**src/rtl/multicycle_ctrl_fsm.sv**
```systemverilog
// Multicycle control sequencer: fetch/decode/execute/writeback with a memory ready handshake.
// Optional CTRL_FSM_PERF_EN adds instr_count / stall_count performance counters.
module multicycle_ctrl_fsm #(
   parameter int STATE_W  = 4,
   parameter int DP_ALU_W = 2
) (
   input  logic                clk,
   input  logic                reset,
   input  logic [1:0]          op,
   input  logic [5:0]          funct,
   input  logic [3:0]          rd,
   input  logic                mem_ready,
   output logic                mem_req,
   output logic                adr_src,
   output logic                ir_write,
   output logic                pc_write,
   output logic                pc_src,
   output logic                reg_write,
   output logic                mem_write,
   output logic                no_write,
   output logic [1:0]          flag_write,
   output logic [1:0]          alu_src_a,
   output logic [1:0]          alu_src_b,
   output logic [1:0]          result_src,
   output logic [DP_ALU_W-1:0] alu_control,
   output logic                illegal,
   output logic [STATE_W-1:0]  dbg_state
`ifdef CTRL_FSM_PERF_EN
   ,
   output logic [31:0]         instr_count,
   output logic [31:0]         stall_count
`endif
);

   typedef enum logic [STATE_W-1:0] {
      FETCH  = STATE_W'(0),
      DECODE = STATE_W'(1),
      MEMADR = STATE_W'(2),
      MEMRD  = STATE_W'(3),
      MEMWB  = STATE_W'(4),
      MEMWR  = STATE_W'(5),
      EXECR  = STATE_W'(6),
      EXECI  = STATE_W'(7),
      ALUWB  = STATE_W'(8),
      BRANCH = STATE_W'(9)
   } state_t;

   localparam logic [DP_ALU_W-1:0] ALU_ADD = DP_ALU_W'(0);
   localparam logic [DP_ALU_W-1:0] ALU_SUB = DP_ALU_W'(1);
   localparam logic [DP_ALU_W-1:0] ALU_AND = DP_ALU_W'(2);
   localparam logic [DP_ALU_W-1:0] ALU_ORR = DP_ALU_W'(3);

   state_t                state;
   logic [3:0]            cmd;
   logic                  imm_bit;
   logic                  s_bit;
   logic                  dp_cmp;
   logic                  dp_nw;
   logic [DP_ALU_W-1:0]   dp_alu;
   logic [1:0]            dp_flags;

   assign cmd       = funct[4:1];
   assign imm_bit   = funct[5];
   assign s_bit     = funct[0];
   assign dbg_state = state;

   // Data-processing command decode; unknown commands execute as ADD without writeback.
   always_comb begin
      dp_cmp = 1'b0;
      dp_nw  = 1'b0;
      dp_alu = ALU_ADD;
      case (cmd)
         4'b0100: dp_alu = ALU_ADD;
         4'b0010: dp_alu = ALU_SUB;
         4'b0000: dp_alu = ALU_AND;
         4'b1100: dp_alu = ALU_ORR;
         4'b1010: begin
            dp_alu = ALU_SUB;
            dp_cmp = 1'b1;
            dp_nw  = 1'b1;
         end
         default: dp_nw = 1'b1;
      endcase
      if (dp_cmp)
         dp_flags = 2'b11;
      else
         dp_flags = {s_bit, s_bit & ((dp_alu == ALU_ADD) | (dp_alu == ALU_SUB))};
   end

   always_ff @(posedge clk) begin
      if (reset) begin
         state <= FETCH;
`ifdef CTRL_FSM_PERF_EN
         instr_count <= '0;
         stall_count <= '0;
`endif
      end else begin
         case (state)
            FETCH:  if (mem_ready) state <= DECODE;
            DECODE: begin
               case (op)
                  2'b00:   state <= imm_bit ? EXECI : EXECR;
                  2'b01:   state <= MEMADR;
                  2'b10:   state <= BRANCH;
                  default: state <= FETCH;
               endcase
            end
            MEMADR: state <= s_bit ? MEMRD : MEMWR;
            MEMRD:  if (mem_ready) state <= MEMWB;
            MEMWB:  state <= FETCH;
            MEMWR:  if (mem_ready) state <= FETCH;
            EXECR:  state <= ALUWB;
            EXECI:  state <= ALUWB;
            ALUWB:  state <= FETCH;
            BRANCH: state <= FETCH;
            default: state <= FETCH;
         endcase
`ifdef CTRL_FSM_PERF_EN
         if ((state == MEMWB) || (state == ALUWB) || (state == BRANCH) ||
             ((state == MEMWR) && mem_ready) || ((state == DECODE) && (op == 2'b11)))
            instr_count <= instr_count + 32'd1;
         if (((state == FETCH) || (state == MEMRD) || (state == MEMWR)) && !mem_ready)
            stall_count <= stall_count + 32'd1;
`endif
      end
   end

   // Strobes are decoded from the current state and held at zero throughout reset.
   always_comb begin
      mem_req     = 1'b0;
      adr_src     = 1'b0;
      ir_write    = 1'b0;
      pc_write    = 1'b0;
      pc_src      = 1'b0;
      reg_write   = 1'b0;
      mem_write   = 1'b0;
      no_write    = 1'b0;
      flag_write  = 2'b00;
      alu_src_a   = 2'b00;
      alu_src_b   = 2'b00;
      result_src  = 2'b00;
      alu_control = ALU_ADD;
      illegal     = 1'b0;
      if (!reset) begin
         case (state)
            FETCH: begin
               mem_req    = 1'b1;
               alu_src_a  = 2'b01;
               alu_src_b  = 2'b10;
               result_src = 2'b10;
               ir_write   = mem_ready;
               pc_write   = mem_ready;
            end
            DECODE: begin
               alu_src_a  = 2'b01;
               alu_src_b  = 2'b10;
               result_src = 2'b10;
               illegal    = (op == 2'b11);
            end
            MEMADR: alu_src_b = 2'b01;
            MEMRD: begin
               mem_req = 1'b1;
               adr_src = 1'b1;
            end
            MEMWB: begin
               result_src = 2'b01;
               reg_write  = 1'b1;
               pc_src     = (rd == 4'd15);
            end
            MEMWR: begin
               mem_req   = 1'b1;
               adr_src   = 1'b1;
               mem_write = 1'b1;
            end
            EXECR, EXECI: begin
               alu_src_b   = (state == EXECI) ? 2'b01 : 2'b00;
               alu_control = dp_alu;
               flag_write  = dp_flags;
               no_write    = dp_nw;
            end
            ALUWB: begin
               reg_write = 1'b1;
               no_write  = dp_nw;
               pc_src    = (rd == 4'd15) & ~dp_nw;
            end
            BRANCH: begin
               alu_src_a  = 2'b10;
               alu_src_b  = 2'b01;
               result_src = 2'b10;
               pc_src     = 1'b1;
            end
            default: ;
         endcase
      end
   end

endmodule
```
**config.mk**
```make
export PLATFORM = sky130hd
export DESIGN_NAME = multicycle_ctrl_fsm
export DESIGN_NICKNAME = d
export VERILOG_FILES = /design/src/rtl/multicycle_ctrl_fsm.sv
export SDC_FILE = /design/constraint.sdc
export NUM_CORES = 1
export LEC_CHECK = 0
export CELL_PAD_IN_SITES_DETAIL_PLACEMENT = 1
export CELL_PAD_IN_SITES_GLOBAL_PLACEMENT = 2
export CORE_MARGIN = 2
export CORE_UTILIZATION = 18
export DETAILED_ROUTE_END_ITERATION = 12
export HOLD_SLACK_MARGIN = 0.08
export PLACE_DENSITY_LB_ADDON = 0.08
export SLEW_MARGIN = 0
export SYNTH_ARGS = -nofsm -noshare
export SYNTH_HDL_FRONTEND = slang
export SYNTH_SLANG_ARGS = --single-unit
```
**constraint.sdc**
```tcl
create_clock -name clk -period 2.6 [get_ports clk]
set_input_delay 0.39 -clock clk [delete_from_list [all_inputs] [get_ports clk]]
set_output_delay 0.39 -clock clk [all_outputs]
set_load 0.005 [all_outputs]
```
# [After elaboration in Yosys (flattened, before gate mapping)]
# Cells that the tools add are included.
[classes] n_eq_ne=21 mux=38 reduce_logical=15 bitwise_logic=3
[ops] op="4-bit case mux with 6 select lines" count=1
[ops] op="4-bit by 3-bit == test with 1-bit output, second input constant" count=5
[ops] op="4-bit == test, second input constant" count=5
[ops] op="1-bit two-way mux" count=19
[ops] op="2-bit two-way mux" count=8
[ops] op="4-bit by 2-bit == test with 1-bit output, second input constant" count=3
[ops] op="4-bit two-way mux" count=3
[ops] op="2-bit case mux with 3 select lines" count=2
[ops] op="4-bit case mux with 3 select lines" count=1
[ops] op="2-bit OR reduction" count=6
[ops] op="3-bit OR reduction" count=3
[ops] op="4-bit logical NOT" count=2
[ops] op="2-bit case mux with 2 select lines" count=2
[ops] op="2-bit != test, second input constant" count=3
[ops] op="2-bit by 1-bit == test with 1-bit output, second input constant" count=2
[ops] op="2-bit == test, second input constant" count=2
[ops] op="4-bit by 1-bit == test with 1-bit output, second input constant" count=1
[ops] op="2-bit logical NOT" count=2
[ops] op="4-bit OR reduction" count=1
[ops] op="3-bit two-way mux" count=1
[ops] op="1-bit case mux with 3 select lines" count=1
[ops] op="3-bit AND reduction" count=1
[ops] op="1-bit AND" count=2
[ops] op="1-bit OR" count=1
[totals] word_cells=78 input_bits=15 reg_bits=4 out_inout_bits=23

# [Logic depth before layout (Yosys ltp)]
# Gate-level depths: netlist of run 1.
[logic_depth] word_depth=9 ltp_mapped=5 ltp_nobuf=4

# [Least setup slack after synthesis of run 1]
# No wires, ideal clock.
[synth_timing] path_type="reg2out" startpoint="reg state[0], in the netlist dbg_state[0]" endpoint="out alu_src_b[0]" arrival_time_ps=1158 slack_ps=1052 n_path_buf=1 path_stages_with_launch=6 required_time_ps=2210 path_cell_list="dfxtp_1 > buf_4 > inv_2 > mux2_4 > o22a_1 > nor2_1"
[synth_via] elab_chain_len=4 word_cells_on_any_way=12 cone_classes="5 x eq/ne; 3 x mux; 4 x reduce/logical"
[synth_rtl] element="start: declaration" line_no="53" text="state_t state;"
[synth_rtl] element="start signal: assignment" line_no="102" text="2'b00: state <= imm_bit ? EXECI : EXECR;"
[synth_rtl] element="start signal: assignment" line_no="108" text="MEMADR: state <= s_bit ? MEMRD : MEMWR;"
[synth_rtl] element="4-bit by 3-bit == test with 1-bit output (tied with other cells)" line_no="145, 176"
[synth_rtl] element="1-bit two-way mux / 2-bit OR reduction (equally long branches)"
[synth_rtl] element="2-bit case mux with 3 select lines (*)" line_no="145" text="case (state)"
[synth_rtl] element="2-bit two-way mux (*)" line_no="144" text="if (!reset) begin"
[synth_rtl] element="end: declaration" line_no="23" text="output logic [1:0] alu_src_b,"
# Every way passes the cells marked *; elsewhere a longest branch is shown, timed or not.

# [Final worst setup path of run 1]
[layout_timing] startpoint="in funct[4]" endpoint="out flag_write[0]"
[layout_via] elab_chain_len=9 word_cells_on_any_way=14 cone_classes="4 x eq/ne; 5 x mux; 2 x bitwise; 3 x reduce/logical"
[layout_rtl] element="start: declaration" line_no="10" text="input logic [5:0] funct,"
[layout_rtl] element="4-bit == test / 4-bit by 2-bit == test with 1-bit output (equally long branches)" line_no="72" text="case (cmd)"
[layout_rtl] element="2-bit OR reduction (no source line)"
[layout_rtl] element="2-bit case mux with 3 select lines" line_no="72"
[layout_rtl] element="2-bit by 1-bit == test with 1-bit output / 2-bit logical NOT (equally long branches)" line_no="87" text="dp_flags = {s_bit, s_bit & ((dp_alu == ALU_ADD) | (dp_alu == ALU_SUB))};"
[layout_rtl] element="1-bit OR" line_no="87"
[layout_rtl] element="1-bit AND" line_no="87"
[layout_rtl] element="2-bit two-way mux (*)" line_no="84" text="if (dp_cmp)"
[layout_rtl] element="2-bit two-way mux (*)" line_no="145"
[layout_rtl] element="2-bit two-way mux (*)" line_no="144"
[layout_rtl] element="end: declaration" line_no="21" text="output logic [1:0] flag_write,"
# Marks and branches as above.

==> qor.json, run 1 <==
{
  "status": {
    "run_status": "complete, no violations"
  },
  "logic_synthesis": {
    "yosys.area.top_type": "dfxtp_1",
    "syn_area_per_cell_um2": 6.95,
    "yosysSeqAreaShare_pct": 13.9,
    "dominantRegCellSynth": "dfxtp_1",
    "synth.ff_latch_count": 4,
    "mappedNetlistArea_um2": 577,
    "postSynthNetCount": 98,
    "post_synth_inst_count": 83,
    "synth.yosys.warnings": 0,
    "synth_async_sr_flop_share_pct": 0,
    "post_synth_edffs": 0,
    "yosys-top-cells-area": "dfxtp_1 (14%), buf_4 (7.8%), nor2_1 (6.5%), nand2b_1 (4.3%), nor3_1 (4.3%)",
    "number_of_distinct_standard_cells_referenced_by_the_synthesized_netlist": 35,
    "yosysTopAreaCellShare_pct": 13.9
  },
  "sta": {
    "fmaxAchievable_mhz": 406,
    "finalSetupTns_ns": 0,
    "fin_hold_ws_ns": 0.608,
    "report.final.slew_viol_count": 0,
    "fin_skew_ns": 0.00583,
    "period_minus_slack_ns": 2.46,
    "final_min_period_over_clock_period_pct": 94.7,
    "unrepaired_setup_endpoints_after_global_routing": "false",
    "max-slew-margin-rel_pct": 66.0,
    "final_critical_path_setup_slack_ns": 0.138,
    "worst-slew-pin-transition_ns": 0.510,
    "finalSetupViolCount": 0,
    "number_of_failing_hold_endpoints_at_the_final_stage": 0
  },
  "global_routing": {
    "total_gr_overflow": 0,
    "grt_start_max_net_pins": 14,
    "wire_length_of_the_first_global_routing_pass_um": 3350,
    "grt_use_total_pct": 12.0,
    "vias_in_the_first_global_route": 765,
    "antenna_found_initial": 0
  },
  "placement": {
    "post-place-ws_ns": 0.0691,
    "finalWeightedCongestion": 0.738,
    "placed_cells": 163,
    "place_hpwl_um": 1730,
    "place.port_buffers": 37,
    "post_dp_cell_area_um2": 993
  },
  "clocking": {
    "clk_latency_ns": 0.24,
    "ctsLongestPathBuffers": 2,
    "post_cts_hold_buffer_count": 0,
    "tritoncts": "done",
    "cts.repair.resized": 0,
    "post_cts_buffers": 0,
    "clock_sink_count": 4,
    "clockRootBuffer": "clkbuf_4",
    "number_of_buffers_inserted_during_clock_tree_synthesis": 3,
    "htree_levels": 1,
    "cts.reportedPaths.clkPinSlew_ns": 0.04
  },
  "die": {
    "initial_utilization_pct": 18.9,
    "io-pin-count": 38,
    "die_width_um": 60.6,
    "dieHeight_um": 60.6,
    "core.rowCount": 20,
    "core_region_area_mm2": 0.00305,
    "die-area_mm2": 0.00367
  },
  "power": {
    "p_leak_nw": 0.368,
    "clk_pwr_share_pct": 29.1,
    "power_report.internal_total_mw": 0.185,
    "power_per_unit_of_standard_cell_area_mw_per_mm2": 262,
    "vdd_ir_drop_max_mv": 0.161,
    "p_total_mw": 0.268,
    "combinationalPowerShare_pct": 44.8,
    "seq_power_share_pct": 26.2,
    "power_switching_share_pct": 31.1,
    "switchingPower_mw": 0.0832
  },
  "routing": {
    "drc": 0,
    "first_pass_drt_iterations": 4,
    "drt_iter0_markers": 6,
    "antenna_violating_nets_post_route": 0,
    "post_drt_wl_per_cell_um": 12.7,
    "via_count": 749,
    "detail_route.wirelength_um": 2110,
    "route.detailed.vias_per_inst": 4.51
  },
  "layout": {
    "antennaDiodeCount": 0,
    "final_core_utilization_pct": 33.4,
    "final_design_area_no_fill_mm2": 0.00102,
    "area_growth_pct": 77.0,
    "final.fill_count": 393,
    "post_layout_cell_count": 166,
    "final_nets": 139,
    "post_route_cells_drive_above_1_share_pct": 13.1,
    "largest_register_ffs": 4
  },
  "setup_path": {
    "endpoint_kind": "output pin",
    "cp.arrival_ns": 2.07,
    "kind_of_critical_path": "input port to output pin",
    "required_ns": 2.21,
    "worstSetupStartpointType": "input port",
    "worstPathMaxFanout": 3
  },
  "flow_run": {
    "maxCapViolCount": 0
  },
  "worst_hold_path": {
    "hold_path.class": "flip-flop to flip-flop"
  }
}
## critical path, cell delays in order
cell and delay [ns]:
clkdlybuf4s50_1 0.51, nor2b_1 0.26, and2_1 0.16, o21ai_0 0.07, a21oi_1 0.17, clkdlybuf4s50_1 0.52
## Yosys cell counts (2+ instances only)
| cell | n |
|---|---|
| nor2b_1 | 2 |
| o21ai_0 | 3 |
| and3_1 | 3 |
| nor4_1 | 2 |
| inv_1 | 2 |
| nor3_1 | 5 |
| xnor2_1 | 2 |
| buf_4 | 6 |
| dfxtp_1 | 4 |
| a211oi_1 | 2 |
| o21ai_1 | 2 |
| and4_1 | 2 |
| nor4_2 | 2 |
| a31oi_1 | 2 |
| nor2_1 | 10 |
| a21oi_1 | 3 |
| nand3_1 | 4 |
| nand2b_1 | 4 |
| nand2_1 | 6 |
| xor2_1 | 2 |
## placed cells by master (no fill, tap or decap)
cell type	instances
o22ai_1	1
nand2_1	6
or2_1	1
nor3_1	5
a21oi_1	3
clkdlybuf4s50_1	37
mux2_2	1
nor2_1	10
nand3_1	4
a32oi_1	1
and2_1	1
inv_2	1
inv_1	2
o22a_1	1
nor4_1	2
o21ai_0	3
o21a_1	1
o21ai_1	2
a31oi_1	2
dfxtp_1	4
a211oi_1	1
nor2b_1	2
o21bai_1	1
a211oi_2	1
and4_1	2
mux2i_1	1
clkbuf_4	3
a2111oi_1	1
a21boi_0	1
xnor2_1	2
mux2_4	1
buf_4	7
xor2_1	2
nor4_2	2
nand2b_1	4
and3_1	3
## routing by layer
| metal | track usage, % | routed length, um |
|---|---|---|
| met5 | 0 | 0 |
| met2 | 19.8 | 1020 |
| met1 | 15.8 | 990 |
| met3 | 3.20 | 101 |
| met4 | 2.80 | 0 |
## cell type report
cell class,instances,area (um2),area share (%)
multi-input cells,68,429,42.0
repair buffers,44,423,41.4
flip-flops and latches,4,80.1,7.84
well taps,44,55.1,5.39
clock buffers,3,22.5,2.21
inverters,3,11.3,1.10
## logic make-up after synthesis
| family | Yosys count | synth area share, % |
|---|---|---|
| AO/OA/AOI/OAI | 19 | 21.5 |
| XOR/XNOR | 4 | 6.07 |
| buffers and inverters | 11 | 12.6 |
| flip-flops | 4 | 13.9 |
| multiplexers | 3 | 6.29 |
| AND/OR/NAND/NOR | 42 | 39.7 |
## power groups by stage
stage	Combinational, mW	Sequential [mW]	Clock (mW)
after floorplan	0.0589	0.0681	0
after global placement	0.118	0.0710	0
after detailed placement	0.120	0.0711	0
after CTS	0.120	0.0701	0.0819
after global routing	0.131	0.0706	0.0884
final	0.120	0.0700	0.0778
## worst paths after layout
kind	start	to	slack, ns	cells past startpoint
setup / recovery	funct[4]	flag_write[0]	0.14	6
hold / removal	dbg_state[3]$_SDFFE_PP0P_	dbg_state[1]$_SDFFE_PP0P_	0.61	1
setup reg to reg	dbg_state[2]$_SDFFE_PP0P_	dbg_state[2]$_SDFFE_PP0P_	1.14	4
hold reg to reg	dbg_state[3]$_SDFFE_PP0P_	dbg_state[1]$_SDFFE_PP0P_	0.61	1
Power figures use the tool's default switching activity.
==> run 2: changes to the inputs <==
ABC_AREA = 1   (was not set)
CORE_UTILIZATION = 13   (was 18)
clock period = 2.05 ns   (was 2.6 ns; I/O delays follow)
==> run 2 against run 1 <==
Combinational power grew 87%. Cell count grew 20%. Clock skew shrank 0.0015 ns. Core utilization shrank 2.0 points. Sequential power grew 39%. Critical endpoint is now reg_write.
==> qor.json, run 2 <==
{
  "worst_hold_path": {
    "hold_path.class": "flip-flop to flip-flop",
    "worstHoldStart": "dbg_state[3]$_SDFFE_PP0P_"
  },
  "power": {
    "seq_power_share_pct": 19.9,
    "power_per_unit_of_standard_cell_area_mw_per_mm2": 417,
    "power_switching_share_pct": 31.1,
    "power_report.internal_total_mw": 0.338,
    "combinationalPowerShare_pct": 45.9,
    "vdd_ir_drop_max_mv": 0.409,
    "clk_pwr_share_pct": 34.2,
    "p_leak_nw": 0.558,
    "switchingPower_mw": 0.153,
    "p_total_mw": 0.491
  },
  "sta": {
    "max-slew-margin-rel_pct": 84.0,
    "fmaxAchievable_mhz": 508,
    "report.final.slew_viol_count": 0,
    "number_of_failing_hold_endpoints_at_the_final_stage": 0,
    "worst-slew-pin-transition_ns": 0.237,
    "fin_skew_ns": 0.00431,
    "finalSetupViolCount": 0,
    "fin_hold_ws_ns": 0.629,
    "unrepaired_setup_endpoints_after_global_routing": "true",
    "period_minus_slack_ns": 1.97,
    "final_min_period_over_clock_period_pct": 96.1
  },
  "setup_path": {
    "cp.arrival_ns": 1.66,
    "worst_setup_path_startpoint": "dbg_state[3]$_SDFFE_PP0P_",
    "kind_of_critical_path": "flip-flop to output pin",
    "worstSetupStartpointType": "flip-flop",
    "critPathTopFamily": "buffers and inverters",
    "worstPathMaxFanout": 4,
    "critical_path_cell_count": 6,
    "rr_startpoint": "dbg_state[1]$_SDFFE_PP0P_",
    "crit_chain": "inv_1 > nor2_4 > nand2_2 > a21oi_2 > buf_4 > clkdlybuf4s50_1",
    "timing.critical_path.buf_inv": 3,
    "critical_path.reg2reg.endpoint": "dbg_state[2]$_SDFFE_PP0P_",
    "cp_slowest_cell": "clkdlybuf4s50_1",
    "required_ns": 1.74,
    "cpPeakStageDelay_ns": 0.49,
    "endpoint": "reg_write",
    "endpoint_kind": "output pin",
    "reg2regPathDepth": 7,
    "register_to_register_setup_slack_ns": 0.88
  },
  "logic_synthesis": {
    "syn_area_per_cell_um2": 5.41,
    "yosys.cell_count.top_type": "nand2_1",
    "yosys-top-cells-area": "nand2_1 (16%), dfxtp_1 (16%), inv_1 (12%), nor2_1 (8.8%), a21oi_1 (7.8%)",
    "synth_common_cells": "nand2_1 (22), inv_1 (16), nor2_1 (12)",
    "mappedNetlistArea_um2": 514,
    "synth.yosys.warnings": 0,
    "yosysSeqAreaShare_pct": 15.6,
    "post_synth_inst_count": 95,
    "number_of_distinct_standard_cells_referenced_by_the_synthesized_netlist": 24,
    "synth.ff_latch_count": 4,
    "postSynthNetCount": 110,
    "post_synth_edffs": 0,
    "dominantRegCellSynth": "dfxtp_1",
    "yosys.area.top_type": "nand2_1",
    "synth_async_sr_flop_share_pct": 0,
    "yosysTopAreaCellShare_pct": 16.1
  },
  "clocking": {
    "ctsLongestPathBuffers": 2,
    "number_of_buffers_inserted_during_clock_tree_synthesis": 3,
    "tritoncts": "done",
    "cts.reportedPaths.clkPinSlew_ns": 0.03,
    "clock_sink_count": 4,
    "clk_latency_ns": 0.22,
    "post_cts_hold_buffer_count": 0,
    "htree_levels": 1,
    "clockRootBuffer": "clkbuf_8"
  },
  "layout": {
    "area_growth_pct": 129,
    "post_route_cells_drive_above_1_share_pct": 30.5,
    "largest_register_ffs": 4,
    "area.sequential_um2": 90.1,
    "multi_input_area_um2": 402,
    "antennaDiodeCount": 0,
    "layout_commonest_cell": "clkdlybuf4s50_1",
    "final_nets": 168,
    "post_layout_cell_count": 199,
    "layout.cells.most_common_list": "clkdlybuf4s50_1 (26), nand2_1 (19), buf_4 (18)",
    "final.fill_count": 479
  },
  "die": {
    "die_width_um": 66.9,
    "initial_utilization_pct": 13.7,
    "dieHeight_um": 66.9,
    "core_region_area_mm2": 0.00374,
    "io-pin-count": 38,
    "die-area_mm2": 0.00447,
    "core.rowCount": 22
  },
  "placement": {
    "placed_cells": 192,
    "place_hpwl_um": 1870,
    "place.port_buffers": 37,
    "finalWeightedCongestion": 0.736
  },
  "status": {
    "run_status": "complete, no violations"
  },
  "global_routing": {
    "vias_in_the_first_global_route": 855,
    "antenna_found_initial": 0,
    "wire_length_of_the_first_global_routing_pass_um": 3620,
    "grt_start_max_net_pins": 9,
    "total_gr_overflow": 0,
    "grt_use_total_pct": 10.6
  },
  "routing": {
    "drc": 0,
    "drt_iter0_markers": 8,
    "antenna_violating_nets_post_route": 0,
    "detail_route.wirelength_um": 2250,
    "post_drt_wl_per_cell_um": 11.3,
    "first_pass_drt_iterations": 4,
    "route.detailed.vias_per_inst": 4.07,
    "via_count": 809
  },
  "flow_run": {
    "maxCapViolCount": 0
  }
}
run 2: cell types whose count changed after synthesis, sizes merged, moves of 4 or more:
cell and delta:
buf -6, nand3 +4, a21oi +6, nor2 +6, inv +14, nand2 +17
nor4 -4, nand2b -4
run 2: kinds of logic (layout without fill, tap and decap cells):
logic type      after synthesis  in the layout  share of synthesized area (%)
compound gates               16             16                           18.3
simple gates                 55             55                           50.1
flops                         4              4                           15.6
buf+inv                      20             76                           16.1
run 2: metal layers:
metal | track usage, % | share of wire (%)
met4 | 3.06 | 0.93
met2 | 20.1 | 53
met3 | 2.53 | 5.5
met5 | 0 | 0
met1 | 11.3 | 41
run 2: worst min path at each step:
stage | depth (start not counted) | to
2_1_floorplan | 2 | dbg_state[3]$_SDFFE_PP0P_
3_3_place_gp | 4 | dbg_state[2]$_SDFFE_PP0P_
3_5_place_dp | 4 | dbg_state[2]$_SDFFE_PP0P_
4_1_cts | 3 | dbg_state[2]$_SDFFE_PP0P_
5_1_grt | 3 | dbg_state[2]$_SDFFE_PP0P_
6_report | 3 | dbg_state[2]$_SDFFE_PP0P_
run 2: repair_timing:
item | 4_1_cts | 5_1_grt
pin swaps | 4 | 3
gates cloned | 0 | 0
setup buffers | 2 | 2
gates resized for setup | 28 | 6
setup endpoints to repair | 14 | 6
endpoints found under the hold margin | 0 | 0
run 2: worst reg2reg max path: stages, from the launching register on:
cell     delay [ns]
dfxtp_2        0.43
nor2_4         0.08
buf_12         0.13
nand2_1        0.10
nand3_2        0.08
nand2_1        0.08
nand2_1        0.06
a21oi_1        0.12
run 2: power groups by stage:
stage	combinational, mW	sequential, mW	clock, mW
global placement	0.198	0.0948	0
floorplan	0.0834	0.0933	0
global route	0.248	0.0991	0.175
detailed placement	0.198	0.0952	0
finish	0.225	0.0975	0.168
CTS	0.211	0.0975	0.173
run 2: cell type report:
cell class / count / area share, %
multi-input cells: 71 / 34.1
inverters: 17 / 5.43
repair buffers: 56 / 44.1
well taps: 48 / 5.11
clock buffers: 3 / 3.51
flip-flops and latches: 4 / 7.66
run 2: metrics by stage:
stage	TNS [ns]	utilization [%]	cell area (um2)	worst slack, ns
2_1_floorplan	0	-	514	0.655
6_report	0	31.4	1180	0.0807
4_1_cts	0	30.1	1130	0.0295
5_1_grt	-0.0179	31.4	1180	-0.0102
3_5_place_dp	-0.864	27.7	1040	-0.229
3_3_place_gp	-0.878	27.7	1040	-0.189
==> run 3: changes to the inputs <==
ABC_CLOCK_PERIOD_IN_PS = 2050   (was not set)
==> results of run 3 <==
The final DEF is identical to that of run 2; final timing and power are the same.
